===== config.mk =====
export PLATFORM = sky130hd
export DESIGN_NAME = rr_arbiter_4
export DESIGN_NICKNAME = d
export VERILOG_FILES = /design/src/rtl/rr_arbiter_4_pkg.sv /design/src/rtl/rr_arbiter_4_encoder.sv /design/src/rtl/rr_arbiter_4.sv
export SDC_FILE = /design/constraint.sdc
export NUM_CORES = 1
export LEC_CHECK = 0
export ABC_AREA = 1
export BUFFER_PORTS_ARGS = -buffer_cell sky130_fd_sc_hd__buf_2
export CAP_MARGIN = 10
export CORE_MARGIN = 4
export CORE_UTILIZATION = 50
export CTS_CLUSTER_DIAMETER = 30
export CTS_CLUSTER_SIZE = 16
export DETAILED_ROUTE_END_ITERATION = 6
export HOLD_SLACK_MARGIN = 0.03
export PLACE_DENSITY = 0.81
export SYNTH_ARGS = -nofsm -noshare
export SYNTH_HDL_FRONTEND = slang
export SYNTH_HIERARCHICAL = 1
export SYNTH_SLANG_ARGS = --single-unit
export TNS_END_PERCENT = 20

===== constraint.sdc =====
create_clock -name clk -period 3.13 [get_ports clk]
set_input_delay 0.626 -clock clk [delete_from_list [all_inputs] [get_ports clk]]
set_output_delay 0.626 -clock clk [all_outputs]
set_load 0.02 [all_outputs]

===== src/rtl/rr_arbiter_4_pkg.sv =====
// ----------------------------------------------------------------------------
// rr_arbiter_4_pkg
// Shared definitions for the four-requester round-robin arbiter:
//   - state_t          : arbiter FSM state encoding
//   - N_REQ            : number of requesters
//   - DEFAULT_MAX_HOLD : default grant hold limit in cycles (0 = no limit)
//   - DEFAULT_CNT_W    : default hold-counter width
//   - onehot4()        : converts a 2-bit index into a one-hot grant vector
// ----------------------------------------------------------------------------
package rr_arbiter_4_pkg;

    localparam int N_REQ            = 4;
    localparam int DEFAULT_MAX_HOLD = 16;
    localparam int DEFAULT_CNT_W    = 5;

    typedef enum logic [1:0] {
        IDLE    = 2'd0,
        BUSY    = 2'd1,
        RELEASE = 2'd2
    } state_t;

    function automatic logic [N_REQ-1:0] onehot4(input logic [1:0] idx);
        onehot4 = 4'b0001 << idx;
    endfunction

endpackage


===== src/rtl/rr_arbiter_4_encoder.sv =====
// ----------------------------------------------------------------------------
// priority_encoder_4_to_2
// Four-input priority encoder; the highest-numbered set input wins.
// Ports:
//   enable : when low, out=0 and valid=0 regardless of in
//   in     : request vector, bit 3 has the highest priority
//   out    : index of the winning input
//   valid  : at least one input set while enabled
// ----------------------------------------------------------------------------
module priority_encoder_4_to_2 (
    input  logic       enable,
    input  logic [3:0] in,
    output logic [1:0] out,
    output logic       valid
);

    always_comb begin
        out   = 2'd0;
        valid = 1'b0;
        if (enable) begin
            valid = |in;
            if (in[3])      out = 2'd3;
            else if (in[2]) out = 2'd2;
            else if (in[1]) out = 2'd1;
            else            out = 2'd0;
        end
    end

endmodule


===== src/rtl/rr_arbiter_4.sv =====
// ----------------------------------------------------------------------------
// rr_arbiter_4
// Round-robin arbiter sharing one downstream resource among four requesters.
// A grant is held until the owner signals done, drops its request, or the
// hold limit expires. Owners are always separated by one gap cycle.
// Ports:
//   clk       : system clock, rising edge
//   rst_n     : asynchronous active-low reset
//   enable    : allows new grants; never revokes an existing one
//   req[3:0]  : level requests, held until served
//   done      : owner releases the resource (only meaningful while granted)
//   gnt[3:0]  : registered one-hot grant
//   gnt_id    : index of the current or most recent grant
//   gnt_valid : high whenever gnt is non-zero
//   timeout   : one-cycle pulse when a grant was forcibly released
// ----------------------------------------------------------------------------
module rr_arbiter_4
    import rr_arbiter_4_pkg::*;
#(
    parameter int MAX_HOLD = DEFAULT_MAX_HOLD,
    parameter int CNT_W    = DEFAULT_CNT_W
) (
    input  logic             clk,
    input  logic             rst_n,
    input  logic             enable,
    input  logic [N_REQ-1:0] req,
    input  logic             done,
    output logic [N_REQ-1:0] gnt,
    output logic [1:0]       gnt_id,
    output logic             gnt_valid,
    output logic             timeout
);

    localparam logic [CNT_W-1:0] HOLD_LAST  = CNT_W'(MAX_HOLD - 1);
    localparam bit               TIMEOUT_EN = (MAX_HOLD != 0);

    state_t           state;
    logic [1:0]       last;
    logic [CNT_W-1:0] hold_cnt;

    logic [1:0]       shift;
    logic [3:0]       rotated;
    logic [3:0]       reversed;
    logic [1:0]       enc_out;
    logic             any_req;
    logic [1:0]       winner;
    logic             owner_release;
    logic             hold_expired;

    // Rotate the request vector so the requester just after the last owner
    // lands in bit 0, then bit-reverse it so that requester becomes the
    // encoder's highest-priority input.
    always_comb begin
        shift   = last + 2'd1;
        rotated = '0;
        for (int i = 0; i < N_REQ; i++) begin
            rotated[i] = req[2'(i) + shift];
        end
        reversed = {rotated[0], rotated[1], rotated[2], rotated[3]};
    end

    priority_encoder_4_to_2 u_encoder (
        .enable (enable),
        .in     (reversed),
        .out    (enc_out),
        .valid  (any_req)
    );

    // Undo the bit reversal (3 - out) and the rotation (+ shift); both wrap
    // naturally in two bits.
    always_comb begin
        winner = (2'd3 - enc_out) + shift;
    end

    // Release causes while an owner holds the grant. A voluntary release in
    // the same cycle as the hold limit takes precedence, so no timeout pulse.
    always_comb begin
        owner_release = done || !req[gnt_id];
        hold_expired  = TIMEOUT_EN && (hold_cnt == HOLD_LAST);
    end

    // Arbiter FSM with registered grant outputs, hold counter and the
    // round-robin pointer. RELEASE arbitrates exactly like IDLE, so a waiting
    // requester is granted right after the single gap cycle.
    always_ff @(posedge clk or negedge rst_n) begin
        if (!rst_n) begin
            state     <= IDLE;
            gnt       <= '0;
            gnt_id    <= 2'd0;
            gnt_valid <= 1'b0;
            timeout   <= 1'b0;
            hold_cnt  <= '0;
            last      <= 2'd3;
        end else begin
            timeout <= 1'b0;
            case (state)
                IDLE, RELEASE: begin
                    if (any_req) begin
                        state     <= BUSY;
                        gnt       <= onehot4(winner);
                        gnt_id    <= winner;
                        gnt_valid <= 1'b1;
                        last      <= winner;
                        hold_cnt  <= '0;
                    end else begin
                        state     <= IDLE;
                        gnt       <= '0;
                        gnt_valid <= 1'b0;
                    end
                end
                BUSY: begin
                    if (hold_cnt != '1) begin
                        hold_cnt <= hold_cnt + 1'b1;
                    end
                    if (owner_release || hold_expired) begin
                        state     <= RELEASE;
                        gnt       <= '0;
                        gnt_valid <= 1'b0;
                        timeout   <= hold_expired && !owner_release;
                    end
                end
                default: begin
                    state     <= IDLE;
                    gnt       <= '0;
                    gnt_valid <= 1'b0;
                end
            endcase
        end
    end

endmodule


After elaboration in Yosys (flattened, before gate mapping)
Cells that the tools add are included.

word-level totals
  register bits = 17
  input port bits = 8
  output and inout port bits = 8
  logic and storage cells = 67

operators by class
  add/sub/neg operators = 7
  order comparisons = 5
  equal/unequal tests = 7
  shift operators = 1
  multiplexer cells = 29
  reduce and logical (&&, ||, !) cells = 11

operator list
  kind                   number
  $lt A2 B3 Y1 const B   5
  $mux W1                12
  $bmux W1 S2            5
  $mux W5                2
  $pmux W5 S2            1
  $mux W2                4
  $mux W4                2
  $pmux W4 S2            1
  $ne A2 B2 Y1 const B   3
  $add A5 B1 Y5 const B  1
  $eq A5 B4 Y1 const B   1
  $ne A5 B5 Y1 const B   1
  $add A2 B2 Y2 const A  2
  $pmux W2 S2            1
  $reduce_or A4 Y1       1
  $shl A1 B2 Y4 const A  1
  $reduce_and A3 Y1      1
  $add A1 B2 Y2 const A  1
  $add A2 B1 Y2 const B  1
  $add A2 B2 Y2          1
  $eq A2 B1 Y1 const B   1
  $eq A2 B2 Y1 const B   1
  $logic_not A1 Y1       2
  $logic_not A2 Y1       1
  other kinds (7)        8

Longest topological paths before layout
  depth after elaboration = 13
  depth in mapped cells = 14
  depth with buffers taken out = 13

By module
Netlist, hierarchy kept.

modules (own cells, without submodules)
  module                   instances  cells each  area each (um^2)  seq. area each (um^2)
  rr_arbiter_4             1          121         973.4             427.9
  priority_encoder_4_to_2  1          9           45.0              0.0

Worst setup path before layout
OpenSTA, ideal clock, no wires.

  kind = input to register
  start point = input port req[1]
  end point = register gnt_id[1]
  library setup time = 0.121 ns
  arrival time = 1.863 ns
  data required time = 3.009 ns
  slack = 1.146 ns
  stages = 12
  buffers on the path = 0
  path through = inv_1 > o21ai_0 > nand2_1 > o21ai_1 > inv_1 > a21oi_2 > inv_1 > ha_1 > xnor2_1 > nand2_2 > nand3_2 > o21ai_1

between the ends
  elaborated cells on any way between the ends = 17
  those cells by class = add/sub (2); mux (13); reduce/logical (2)

RTL lines
  item                           RTL line                    text
  from (decl)                    rr_arbiter_4.sv:26          input logic [N_REQ-1:0] req,
  $bmux W1 S2                    rr_arbiter_4.sv:57          rotated[i] = req[2'(i) + shift];
  $mux W1 (not written as such)  rr_arbiter_4.sv:57
  net reversed[3]                rr_arbiter_4.sv:43          logic [3:0] reversed;
  $mux W2                        rr_arbiter_4_encoder.sv:22  if (in[3]) out = 2'd3;
  $mux W2                        rr_arbiter_4_encoder.sv:20  if (enable) begin
  net enc_out[0]                 rr_arbiter_4.sv:44          logic [1:0] enc_out;
  $sub A2 B2 Y2                  rr_arbiter_4.sv:72          winner = (2'd3 - enc_out) + shift;
  $add A2 B2 Y2                  rr_arbiter_4.sv:72
  to (signal assigned)           rr_arbiter_4.sv:101         gnt_id <= winner;
  to (decl)                      rr_arbiter_4.sv:29          output logic [1:0] gnt_id,

The timed path passes the listed nets, and every way through them passes these cells. The select of a mux whose other input is x is not followed.
A chain may end at the register's enable or synchronous reset.

Worst setup path after layout
  start point = register last[0]
  end point = register gnt_id[1]

between the ends
  elaborated cells on any way between the ends = 21
  those cells by class = add/sub (6); mux (13); reduce/logical (2)

RTL lines
  item                           RTL line                    text
  from (decl)                    rr_arbiter_4.sv:38          logic [1:0] last;
  from (signal assigned)         rr_arbiter_4.sv:103         last <= winner;
  $add A2 B1 Y2                  rr_arbiter_4.sv:54          shift = last + 2'd1;
  $bmux W1 S2                    rr_arbiter_4.sv:57
  $mux W1 (not written as such)  rr_arbiter_4.sv:57
  net reversed[3]                rr_arbiter_4.sv:43
  $mux W2                        rr_arbiter_4_encoder.sv:22
  $mux W2                        rr_arbiter_4_encoder.sv:20
  net enc_out[0]                 rr_arbiter_4.sv:44
  $sub A2 B2 Y2                  rr_arbiter_4.sv:72
  $add A2 B2 Y2                  rr_arbiter_4.sv:72

The timed path passes the listed nets, and every way through them passes these cells. The select of a mux whose other input is x is not followed.

==> reports/metrics.yaml <==
run_status:
  outcome: "finished, final reports clean"
placed_design:
  dp_hpwl_mm: 1.613
  io_buffers: 15
  gp_congestion: 0.7116
  placed_area_um2: 1116
yosys:
  ys_types: 24
  synth_area_leaders: "dfrtp_1 (37%), nand2_1 (12%), inv_1 (6.3%)"
  syn_inst: 130
  ys_seq_elements: 17
  ys_seq_area_share_pct: 42.01
  yosys_warnings: 6
  synth_fp_nets: 142
  netlist.area_leader.share_pct: 36.86
  synth_area_um2: 1018
  yosys.area.top_type: "dfrtp_1"
  avgSynthCellArea_um2: 7.834
route:
  dr.first_iter.drc_count: 34
  wire_per_inst_um: 11.66
  vias_per_cell: 5.017
  final_antenna_net_count: 0
  vias: 878
  wl_met3_um: 106
  wl_met2_um: 959
  drt-pass1-iter-count: 4
  drc: 0
  routed_wirelength_mm: 2.040
  drt-met1-wl_um: 963
  top_layer: "met4"
global_route:
  grt_usage_pct: 17.92
  grt_max_degree: 18
  grt_pass1_vias: 847
  antenna_found_initial: 0
  grt_pass1_wl_mm: 3.629
  overflow: 0
floorplanning:
  die_area_um2: 2823
  start_util_pct: 52.45
  core-area_um2: 1942
  rows: 16
  die_y_um: 53.13
  die_w_um: 53.13
  ioPinCount: 16
timing:
  max_freq_ghz: 0.4466
  hold_viol: 0
  tns_ps: 0
  worst_pin_slew_ps: 376.8
  final.setup_skew_ps: 4.316
  post-route-period-util_pct: 71.53
  fin_crit_ps: 2239
  slew_violations: 0
  rsz0062_at_grt: "no"
  relSlewSlack_pct: 74.88
  setup_viol: 0
worst_hold_path:
  hp-class: "in2async"
cells_and_area:
  design_area_um2: 1142
  nNetsFinal: 161
  area_delta_synth_final_pct: 12.16
  antenna_cells: 0
  drive_gt1_share_pct: 25.68
clocking:
  cts.htree.levels: 1
  cts_buffers: 3
  cts_resized: 0
  path_clk_slew_ps: 90
  clock_tree.root_cell: "clkbuf_4"
  cts_sinks: 17
  cts_tree: "yes"
  postCtsSetupBuffers: 0
  ctsLongestPathBuffers: 2
  clkLatencyLatePin_ps: 280
  holdBufCountCts: 0
job:
  maxCapViolations: 0
setup_path:
  worstPathRequired_ps: 3300
  cp_max_fo: 11
  arrival_ps: 2410
  critPathLaunchType: "flop"
  endpoint_kind: "flop"
  reg2reg_from: "last[0]"
  path_class: "reg2reg"
  startpoint: "last[0]"
power_and_ir_drop:
  powerDensity_nw_per_um2: 1022
  ir_worst_vdd_mv: 0.5328
  leakage_uw: 0.0006346
[flip-flops by register name, summed over array words and instances (netlist names)]
name       flops
hold_cnt       5
gnt            4
gnt_id         2
last           2
state          2
gnt_valid      1
timeout        1
[worst max-delay path, cell delays in order, from the launching register on]
cell and delay, ps:
dfstp_2 690, nand2_1 70, o21ai_1 70, inv_1 70
o21ai_1 220, inv_1 90, a21oi_2 140, inv_1 60
ha_1 210, xor2_1 240, nand2_2 110, nand3_2 80
o21ai_1 60
[where the power goes]
group          internal [uW]  total, uW  switching [uW]
clock network           49.5        112            62.6
logic                    230        676             446
registers                302        379            76.8
total                    582       1170             585
[cells in the final DEF (no fill, tap or decap), types with 4 or more instances in the layout]
| cell | n |
|---|---|
| ha_1 | 4 |
| o21ai_1 | 8 |
| buf_2 | 15 |
| o21ai_0 | 5 |
| nand4_1 | 5 |
| nand3_1 | 11 |
| nor2_1 | 6 |
| dfrtp_1 | 15 |
| inv_1 | 17 |
| nand2_1 | 32 |
| inv_2 | 7 |
[layout make-up]
| cell class | count | area [um^2] |
|---|---|---|
| tap | 27 | 33.78 |
| timing repair buffer | 15 | 75.07 |
| fill | 189 | 799.5 |
| multi-input combinational | 88 | 489.2 |
| clock buffer | 4 | 26.28 |
| sequential | 17 | 427.9 |
| inverter | 24 | 90.09 |
[cell usage after synthesis]
cell type / n
inv_2: 7
o21ai_2: 1
xor2_2: 1
nand3_1: 11
buf_6: 1
nor2_4: 1
xnor2_2: 1
a21oi_2: 1
nand2_1: 32
ha_1: 4
dfrtp_1: 15
nand4_1: 5
dfstp_2: 2
o22ai_1: 1
nor2_1: 6
a21oi_1: 2
xnor2_1: 1
inv_1: 17
o21ai_0: 5
nand2_2: 3
o21ai_1: 8
nor2_2: 2
nand3_2: 1
xor2_1: 2
[logic make-up after synthesis]
family          after synthesis  synth area share (%)
compound gates               18                 9.706
xor+xnor                      5                 5.775
fa+ha+maj                     4                 4.914
buf+inv                      25                 9.951
flops                        17                 42.01
simple gates                 61                 27.64
[stage by stage]
| stage | power (uW) | utilization, % | hold WS [ps] | cells | setup WS, ps |
|---|---|---|---|---|---|
| after global routing | 1284 | 58.83 | 249.8 | 175 | 700.3 |
| after floorplan | 906.4 | - | 330.4 | 130 | 1146 |
| after detailed placement | 1051 | 57.47 | 503.0 | 171 | 830.8 |
| after global placement | 1012 | 57.47 | 485.6 | 171 | 951.2 |
| after CTS | 1172 | 58.83 | 246.5 | 175 | 904.3 |
| final | 1167 | 58.83 | 244.4 | 175 | 891.0 |
[final timing paths]
| kind | end | slack (ps) | depth (start not counted) |
|---|---|---|---|
| max | gnt_id[1] | 890 | 12 |
| min | state[0] | 240 | 1 |
| max reg2reg | gnt_id[1] | 890 | 12 |
| min reg2reg | hold_cnt[0] | 510 | 1 |
| max in group asynchronous | last[1] | 2570 | 1 |
| min in group clk | hold_cnt[0] | 510 | 1 |
[layer usage]
| layer | vias to the layer above | GRT usage, % |
|---|---|---|
| li1 | 452 | - |
| met1 | 405 | 21.28 |
| met2 | 19 | 31.40 |
| met3 | 2 | 5.634 |
| met4 | 0 | 3.830 |
| met5 | - | 0 |
(Power assumes the default switching activity.)
